File: src/rtl/yuv422_pkg.sv
// Shared types and helpers for the YUV422 framebuffer write path.
//   ycbcr_t    : packed {y, cb, cr}, 8 bits each (matches framebuffer word packing)
//   wr_state_e : writer FSM states
//   chroma_avg : 2:1 chroma decimation, round-half-up on a 9-bit sum
//   ERR_*      : bit positions inside the writer's sticky error vector
package yuv422_pkg;

  typedef struct packed {
    logic [7:0] y;
    logic [7:0] cb;
    logic [7:0] cr;
  } ycbcr_t;

  typedef enum logic [1:0] {
    IDLE     = 2'd0,
    WAIT_SOF = 2'd1,
    ACTIVE   = 2'd2,
    DROP     = 2'd3
  } wr_state_e;

  localparam int ERR_LINE_SHORT = 0;
  localparam int ERR_LINE_LONG  = 1;
  localparam int ERR_SOF_MID    = 2;

  function automatic logic [7:0] chroma_avg(input logic [7:0] a, input logic [7:0] b);
    logic [8:0] sum;
    sum = {1'b0, a} + {1'b0, b} + 9'd1;
    return sum[8:1];
  endfunction

endpackage

File: src/rtl/yuv422_fb_writer.sv
// Write-side front end of the YUV422 framebuffer.
// Accepts a 4:4:4 YCbCr stream (valid/ready, SOF on tuser, EOL on tlast) and emits one
// registered framebuffer write per accepted pixel, averaging chroma over even/odd pairs.
//
// Ports
//   clk_i, rst_i            clock, synchronous active-high reset
//   arm_i, cont_i           single-shot arm pulse / continuous capture enable
//   s_t*_i, s_tready_o      pixel stream in ({Y,Cb,Cr}, SOF, EOL, valid) and ready
//   wr_addr_o/wr_d_o/wr_en_o framebuffer write port (address y*H_ACTIVE+x)
//   frame_done_o            pulses with the last write of a frame
//   err_o                   sticky {sof_mid_frame, line_long, line_short}
//
// state    | meaning
// IDLE     | not capturing; beats discarded
// WAIT_SOF | armed; beats discarded until one carries tuser
// ACTIVE   | writing pixels of the current frame
// DROP     | line overran H_ACTIVE; discarding until tlast
module yuv422_fb_writer
  import yuv422_pkg::*;
#(
  parameter int H_ACTIVE = 1280,
  parameter int V_ACTIVE = 760,
  localparam int PIXELS   = H_ACTIVE * V_ACTIVE,
  localparam int ADR_BITS = $clog2(PIXELS)
) (
  input  logic                clk_i,
  input  logic                rst_i,
  input  logic                arm_i,
  input  logic                cont_i,
  input  logic [23:0]         s_tdata_i,
  input  logic                s_tuser_i,
  input  logic                s_tlast_i,
  input  logic                s_tvalid_i,
  output logic                s_tready_o,
  output logic [ADR_BITS-1:0] wr_addr_o,
  output logic [23:0]         wr_d_o,
  output logic                wr_en_o,
  output logic                frame_done_o,
  output logic [2:0]          err_o
);

  localparam int XW = $clog2(H_ACTIVE);
  localparam int YW = (V_ACTIVE > 1) ? $clog2(V_ACTIVE) : 1;

  wr_state_e           state_q, state_d;
  logic [XW-1:0]       x_q, x_d;
  logic [YW-1:0]       y_q, y_d;
  logic [ADR_BITS-1:0] addr_q, addr_d, base_q, base_d;
  logic [7:0]          cb_hold_q, cb_hold_d, cr_hold_q, cr_hold_d;
  logic                pair_q, pair_d;
  logic                rdy_q;
  logic                wr_en_q, wr_en_d, fd_q, fd_d;
  logic [ADR_BITS-1:0] wr_addr_q, wr_addr_d;
  ycbcr_t              wr_d_q, wr_d_d;
  logic [2:0]          err_q, err_d;

  ycbcr_t              pix;
  logic                beat, take, restart, x_last, y_last;
  logic [XW-1:0]       cx;
  logic [YW-1:0]       cy;
  logic [ADR_BITS-1:0] caddr, cbase;

  assign pix  = ycbcr_t'(s_tdata_i);
  assign beat = s_tvalid_i & rdy_q;
  // A tuser beat always starts a frame at (0,0), whether from WAIT_SOF or mid-frame.
  assign take    = beat & ((state_q == ACTIVE) | ((state_q == WAIT_SOF) & s_tuser_i));
  assign restart = s_tuser_i;
  assign cx      = restart ? '0 : x_q;
  assign cy      = restart ? '0 : y_q;
  assign caddr   = restart ? '0 : addr_q;
  assign cbase   = restart ? '0 : base_q;
  assign x_last  = (cx == XW'(H_ACTIVE - 1));
  assign y_last  = (cy == YW'(V_ACTIVE - 1));

  always_comb begin
    state_d   = state_q;
    x_d       = x_q;
    y_d       = y_q;
    addr_d    = addr_q;
    base_d    = base_q;
    cb_hold_d = cb_hold_q;
    cr_hold_d = cr_hold_q;
    pair_d    = pair_q;
    wr_en_d   = 1'b0;
    fd_d      = 1'b0;
    wr_addr_d = wr_addr_q;
    wr_d_d    = wr_d_q;
    err_d     = arm_i ? 3'b000 : err_q;

    case (state_q)
      IDLE:    if (arm_i || cont_i) state_d = WAIT_SOF;
      DROP:    if (beat && s_tlast_i) state_d = ACTIVE;
      default: ;
    endcase

    if (take) begin
      if (state_q == ACTIVE && s_tuser_i && (x_q != '0 || y_q != '0))
        err_d[ERR_SOF_MID] = 1'b1;
      state_d   = ACTIVE;
      wr_en_d   = 1'b1;
      wr_addr_d = caddr;
      if (!cx[0]) begin
        wr_d_d    = pix;
        cb_hold_d = pix.cb;
        cr_hold_d = pix.cr;
        pair_d    = 1'b1;
      end else begin
        // An odd pixel without an even partner on this line keeps its own chroma.
        wr_d_d.y  = pix.y;
        wr_d_d.cb = pair_q ? chroma_avg(cb_hold_q, pix.cb) : pix.cb;
        wr_d_d.cr = pair_q ? chroma_avg(cr_hold_q, pix.cr) : pix.cr;
        pair_d    = 1'b0;
      end

      if (s_tlast_i && !x_last) err_d[ERR_LINE_SHORT] = 1'b1;
      if (!s_tlast_i && x_last) begin
        err_d[ERR_LINE_LONG] = 1'b1;
        state_d = DROP;
      end

      if (s_tlast_i || x_last) begin
        pair_d = 1'b0;
        x_d    = '0;
        if (y_last) begin
          // Frame end wins over DROP: leftover beats are discarded in WAIT_SOF/IDLE anyway.
          fd_d    = 1'b1;
          state_d = cont_i ? WAIT_SOF : IDLE;
          y_d     = '0;
          addr_d  = '0;
          base_d  = '0;
        end else begin
          y_d    = cy + YW'(1);
          base_d = cbase + ADR_BITS'(H_ACTIVE);
          addr_d = cbase + ADR_BITS'(H_ACTIVE);
        end
      end else begin
        x_d    = cx + XW'(1);
        y_d    = cy;
        base_d = cbase;
        addr_d = caddr + ADR_BITS'(1);
      end
    end
  end

  always_ff @(posedge clk_i) begin
    if (rst_i) begin
      state_q   <= IDLE;
      x_q       <= '0;
      y_q       <= '0;
      addr_q    <= '0;
      base_q    <= '0;
      cb_hold_q <= '0;
      cr_hold_q <= '0;
      pair_q    <= 1'b0;
      rdy_q     <= 1'b0;
      wr_en_q   <= 1'b0;
      fd_q      <= 1'b0;
      wr_addr_q <= '0;
      wr_d_q    <= '0;
      err_q     <= '0;
    end else begin
      state_q   <= state_d;
      x_q       <= x_d;
      y_q       <= y_d;
      addr_q    <= addr_d;
      base_q    <= base_d;
      cb_hold_q <= cb_hold_d;
      cr_hold_q <= cr_hold_d;
      pair_q    <= pair_d;
      rdy_q     <= 1'b1;
      wr_en_q   <= wr_en_d;
      fd_q      <= fd_d;
      wr_addr_q <= wr_addr_d;
      wr_d_q    <= wr_d_d;
      err_q     <= err_d;
    end
  end

  assign s_tready_o   = rdy_q;
  assign wr_addr_o    = wr_addr_q;
  assign wr_d_o       = wr_d_q;
  assign wr_en_o      = wr_en_q;
  assign frame_done_o = fd_q;
  assign err_o        = err_q;

endmodule
File: config.mk
export PLATFORM = sky130hd
export DESIGN_NAME = yuv422_fb_writer
export DESIGN_NICKNAME = d
export VERILOG_FILES = /design/src/rtl/yuv422_pkg.sv /design/src/rtl/yuv422_fb_writer.sv
export SDC_FILE = /design/constraint.sdc
export NUM_CORES = 1
export LEC_CHECK = 0
export CAP_MARGIN = 20
export CELL_PAD_IN_SITES_DETAIL_PLACEMENT = 0
export CELL_PAD_IN_SITES_GLOBAL_PLACEMENT = 2
export CORE_MARGIN = 2
export CORE_UTILIZATION = 33
export DETAILED_ROUTE_END_ITERATION = 10
export GPL_ROUTABILITY_DRIVEN = 0
export PLACE_DENSITY = 0.84
export SLEW_MARGIN = 40
export SYNTH_ARGS = -nofsm -noshare
export SYNTH_HDL_FRONTEND = slang
export SYNTH_SLANG_ARGS = --single-unit
File: constraint.sdc
create_clock -name clk_i -period 4.65 [get_ports clk_i]
set_clock_uncertainty 0.2 [all_clocks]
set_input_delay 1.1625 -clock clk_i [delete_from_list [all_inputs] [get_ports clk_i]]
set_output_delay 1.1625 -clock clk_i [all_outputs]
set_load 0.02 [all_outputs]
# Word-level counts from Yosys, hierarchy flattened
# Cells that the tools add are included.
dict set report op_classes {
  addsub 8
  n_eq_ne 7
  bitwise 7
  n_reduce_logical 17
  muxes 31
}
# cell count
set ops {}
lappend ops {{$mux 20} 5}
lappend ops {{$mux 10} 3}
lappend ops {{$mux 11} 2}
lappend ops {{$add 20x1->20 const B} 1}
lappend ops {{$add 20x11->20 const B} 1}
lappend ops {{$add 8x8->9} 2}
lappend ops {{$add 9x1->9 const B} 2}
lappend ops {{$mux 16} 1}
lappend ops {{$mux 8} 2}
lappend ops {{$add 11x1->11 const B} 1}
lappend ops {{$eq 11x11->1 const B} 1}
lappend ops {{$reduce_bool 11->1} 1}
lappend ops {{$add 10x1->10 const B} 1}
lappend ops {{$eq 10x10->1 const B} 1}
lappend ops {{$mux 1} 10}
lappend ops {{$mux 2} 5}
lappend ops {{$reduce_bool 10->1} 1}
lappend ops {{$mux 3} 2}
lappend ops {{$ne 3x3->1 const B} 2}
lappend ops {{$logic_and 1x1->1} 5}
lappend ops {{$eq 2x2->1 const B} 2}
lappend ops {{$pmux 2 s2} 1}
lappend ops {{$and 1x1->1} 3}
lappend ops {{$logic_or 1x1->1} 3}
lappend ops {{other kinds (9)} 12}
dict set report totals {
  regBits 130
  input_bits 31
  output_inout_bits 50
  word_cells 86
}

# Depth between registers and ports, before layout
dict set report logic_depth {
  ltp_word 7
  ltp_mapped 14
  mapped_depth_nobuf 9
}

# Worst setup path before layout
# Ideal clock, no wire load.
dict set report synth_path {
  path_type {input to register}
  startpoint {input s_tuser_i}
  endpoint {register addr_q[19]}
  n_path_buf 4
  setup_time_ns 0.074
  t_required_ns 4.376
  arrival_time_ns 3.844
  setup_slack_ns 0.532
  cell_stages 11
  cell_sequence {buf_2 -> clkbuf_1 -> buf_1 -> clkbuf_1 -> nor2b_1 -> ha_1 -> and4_1 -> a31oi_2 -> nand2_1 -> or4_1 -> a31oi_1}
}
dict set report synth_between {
  elab_chain_len 4
  elab_cells_between_ends 14
  classes_between {add/sub (2); eq/ne (2); mux (6); bitwise (3); reduce/logical (1)}
}
# item line_no
set synth_lines {}
lappend synth_lines {{start, declared} yuv422_fb_writer.sv:31} ;# input logic s_tuser_i,
lappend synth_lines {{$mux 20 (tied with other cells)} yuv422_fb_writer.sv:71} ;# assign cbase = restart ? '0 : base_q;
lappend synth_lines {{$add 20x11->20 (tied with other cells)} yuv422_fb_writer.sv:134} ;# addr_d = cbase + ADR_BITS'(H_ACTIVE);
lappend synth_lines {{$mux 20 or $logic_or 1x1->1 (tied branches)} {yuv422_fb_writer.sv:124, yuv422_fb_writer.sv:121}}
lappend synth_lines {{$mux 20} yuv422_fb_writer.sv:121} ;# if (s_tlast_i || x_last) begin
lappend synth_lines {{end signal, assigned} yuv422_fb_writer.sv:165} ;# addr_q <= addr_d;
lappend synth_lines {{end, declared} yuv422_fb_writer.sv:48} ;# logic [ADR_BITS-1:0] addr_q, addr_d, base_q, base_d;
# Parallel ways exist; a longest one is shown, timed or not.
# A chain may end at the register's enable or synchronous reset.

# Worst setup path after layout
dict set report layout_path {
  startpoint {input s_tdata_i[0]}
  endpoint {register wr_d_q, in the netlist wr_d_o[7]}
}
dict set report layout_between {
  elab_chain_len 4
}
# item line_no
set layout_lines {}
lappend layout_lines {{start, declared} yuv422_fb_writer.sv:30} ;# input logic [23:0] s_tdata_i,
lappend layout_lines {{$add 8x8->9} yuv422_pkg.sv:27} ;# sum = {1'b0, a} + {1'b0, b} + 9'd1;
lappend layout_lines {{$add 9x1->9} yuv422_pkg.sv:27}
lappend layout_lines {{$mux 8} yuv422_fb_writer.sv:111} ;# wr_d_d.cr = pair_q ? chroma_avg(cr_hold_q, pix.cr) : pix.cr;
lappend layout_lines {{$mux 16} yuv422_fb_writer.sv:102} ;# if (!cx[0]) begin
lappend layout_lines {{end signal, assigned} yuv422_fb_writer.sv:174} ;# wr_d_q <= wr_d_d;
lappend layout_lines {{end, declared} yuv422_fb_writer.sv:54} ;# ycbcr_t wr_d_q, wr_d_d;
# No other way between the ends.

==> key figures <==
Status
  • Status: finished clean

Setup path
  • Family with the most delay on the worst path: compound AO/OA/AOI/OAI gates
  • Critical path class: in2reg
  • CP max-delay cell: clkdlybuf4s50_1
  • R2R cell count: 9
  • Origin of the critical flop-to-flop path: x_q[0]$_SDFFE_PP0P_
  • Buf/Inv on CP: 1
  • Critical path's largest stage delay: 0.47 ns
  • Data arrival time of the worst path: about 3.6 ns
  • Crit path depth: 9
  • Critical Path Sink Type: flip-flop
  • Critical Path RT: between 4 and 5 ns
  • R2r setup slk: 1.83 ns
  • Startpoint types: input pin
  • Worst-path cell chain: clkdlybuf4s50_1, or2_2, fa_1, a21o_1, a311o_1, a21oi_1, nor2b_1, o41ai_1, o22ai_1
  • Maximum fanout along the worst path: 4
  • Reg-to-reg endpoint: addr_q[6]$_SDFFE_PP0P_

Synth
  • Synth Warn #: 0
  • Post-synthesis async set-or-reset flop share: 0%
  • Mapped Cells: about 800
  • Post-synth top area share: between 30 and 40%
  • FF+latch count, synth: about 130
  • Top FF cell, synth: dfxtp_1
  • Synth unique cells: 67
  • Mean Syn Cell Area: 7.88 um^2
  • Post-synth EDFFs: 0
  • Area leader, netlist: dfxtp_1
  • Syn Std Cell Area: 6480 um^2
  • Synth area leaders: dfxtp_1 (40%), a21oi_1 (8.3%), nand2_1 (8.0%)
  • Seq/Total Area, Yosys: 39.9%
  • Syn_nets: a little under 900

Clock tree
  • CTS tree: built
  • CTS Buf Count: 17
  • Clk sinks: 129
  • Post-CTS Setup Bufs: 0
  • Post_cts resized: 0
  • # hold bufs at CTS: 0
  • Maximum buffer depth of the clock tree: 2
  • Register clock-pin slew on the reported worst setup and hold paths: 0.06 ns
  • Clk Latency, worst-skew pair: 0.42 ns
  • H-tree depth: 4
  • Clock root buffer: clkbuf_16

Detailed routing
  • Drt initial violations: around 300
  • WL/cell: 15.6 um
  • # DRC: 0
  • Vias: 6,003
  • Post-DRT Antenna Nets: 0
  • First-pass DRT Iterations: 4
  • Vias/cell: 5.14
  • Routed WL: 18,300 um

Finish
  • Final core utilization: 42.5%
  • Nets: 940
  • Area Overhead vs Synth: 26.9%
  • Layout cell share with drive strength beyond 1: around 7.3%
  • Most frequent cells in the layout: nand2_1 (138), dfxtp_1 (129), a21oi_1 (108)
  • # fillers: 1,992
  • Ant diodes: 0
  • Most common cell after layout, fill and taps aside: nand2_1
  • Non-filler cells, final: 1,167
  • Post-route cell area: 8220 um^2

STA
  • Pins Over Slew Limit: 0
  • Worst slew pin tran: 0.743 ns
  • F_max: 287 MHz
  • Period utilisation layout: 74.9%
  • Total Neg Setup Slack: 0 ns
  • RSZ-0062 raised after global routing: false
  • Final Setup Violations: 0
  • Tmin final: 3.48 ns
  • Fin. Hold Viols: 0
  • Relative slew margins: 50.2%

Die
  • Ports: 81
  • Die area: roughly 21,000 um^2
  • Initial Util: 33.5%
  • Die Ht: 144 um
  • Core ar.: about 19,000 um^2
  • # rows: 51
  • Die width: 144 um

Worst hold path
  • Worst hold path class: reg2reg
  • Hold_sp: wr_addr_o[13]$_SDFFE_PP0P_
  • Worst Hold Depth: 2
  • Hold EP: wr_addr_o[13]$_SDFFE_PP0P_

Global routing
  • First-pass GRT wire length: ~30,000 um
  • Number of global-route vias before repair: 5,754
  • Largest net degree at the start of global routing: 56
  • Met2 Use GR: 30.2%
  • Grt ovf: 0
  • Tot GR Track Use: 18.3%
  • Most used routing layer in global routing: met2
  • GR Layer Usage met3: 4.04%
  • Global-route met1 utilization: ~24%
  • Initial antenna violation count: 0

Placement
  • IO buf count: 80
  • Area of placed instances: 7560 um^2
  • Post-placement cell count: 1,135
  • DP Wirelength: ~12,000 um

Power and ir drop
  • Leak: around 0.0029 uW
  • Maximum vdd drop: around 0.25 mV
  • Pwr/cell area: 346 nW/um^2
  • Final Total Pwr: about 2800 uW

Flow run
  • Max Cap Viol: 0
-- Yosys cell counts (2+ instances only) --
| library cell | number |
|---|---|
| nand4_1 | 5 |
| a211oi_1 | 2 |
| ha_1 | 18 |
| a311oi_1 | 5 |
| buf_1 | 6 |
| fa_1 | 2 |
| dfxtp_1 | 129 |
| a31oi_2 | 2 |
| o32ai_1 | 3 |
| o21ai_0 | 58 |
| o21a_1 | 4 |
| o31a_1 | 2 |
| xor2_1 | 11 |
| or3_1 | 8 |
| o22ai_1 | 4 |
| a21o_1 | 2 |
| o211a_1 | 3 |
| xnor2_1 | 17 |
| nand2_1 | 138 |
| nand3_1 | 20 |
| a22oi_1 | 8 |
| and2_1 | 10 |
| a221oi_1 | 8 |
| nor3_1 | 22 |
| and3_1 | 6 |
| nand3b_1 | 16 |
| nor4_1 | 11 |
| buf_2 | 3 |
| a21oi_1 | 108 |
| and4b_1 | 3 |
| clkbuf_1 | 39 |
| nor3b_1 | 3 |
| nor2_1 | 57 |
| o211ai_1 | 5 |
| nand4b_1 | 5 |
| a31oi_1 | 5 |
| inv_1 | 14 |
| nand2b_1 | 8 |
| or4_1 | 3 |
| or2_2 | 4 |
| nor2b_1 | 18 |
| mux2i_1 | 2 |
-- stage by stage --
stage	hold slack [ns]	setup WS [ns]
detailed placement	0.242	0.727
global placement	0.240	0.774
global route	0.271	0.905
finish	0.246	1.17
CTS	0.250	1.17
floorplan	0.230	0.532
-- tightest hold or removal path, cell delays in order, from the launching register on --
cell and delay (ns):
dfxtp_1 0.30, nand2_1 0.05, a21oi_1 0.05
-- state kept, by name (all words and copies together) (netlist names) --
name / count
wr_d_o: 24
wr_addr_o: 20
err_o: 3
wr_en_o: 1
cr_hold_q: 8
x_q: 11
s_tready_o: 1
cb_hold_q: 8
addr_q: 20
state_q: 2
frame_done_o: 1
base_q: 20
y_q: 10
-- power by group --
group,switching (uW),internal (uW)
sequential,15.1,1120
combinational,129,87.3
clock,513,980
-- kinds of logic (layout without fill, tap and decap cells) --
family	Yosys count	in the layout	synth area share, %
AND/OR/NAND/NOR	349	349	27.1
AO/OA/AOI/OAI	232	232	21.2
flip-flops	129	129	39.9
buffers and inverters	62	142	3.65
XOR/XNOR	28	28	3.79
adder cells (fa/ha/maj)	20	20	4.10
multiplexers	2	2	0.309
-- worst max-delay path by stage --
stage / startpoint / to / slack [ns]
detailed placement: s_tdata_i[0] / wr_d_o[7]$_SDFFE_PP0P_ / 0.73
finish: s_tdata_i[0] / wr_d_o[7]$_SDFFE_PP0P_ / 1.17
CTS: s_tuser_i / base_q[14]$_SDFFE_PP0P_ / 1.17
floorplan: s_tuser_i / addr_q[19]$_SDFFE_PP0P_ / 0.53
global route: s_tuser_i / base_q[14]$_SDFFE_PP0P_ / 0.91
global placement: s_tdata_i[0] / wr_d_o[7]$_SDFFE_PP0P_ / 0.77
-- final cells by class --
cell class                 instances  area, um^2  area share (%)
clock buffer                      19         453            5.51
clock inverter                    13         206            2.51
inverter                          14        52.6           0.639
multi-input combinational        631        3670            44.6
sequential                       129        2580            31.4
tap                              265         332            4.03
timing repair buffer              96         926            11.3
-- per-layer routing --
metal	wire length, um	up-vias
met1	8940	2820
met3	636	13
li1	-	3063
met5	0	-
met2	8530	107
met4	151	0
(Power assumes the default switching activity.)
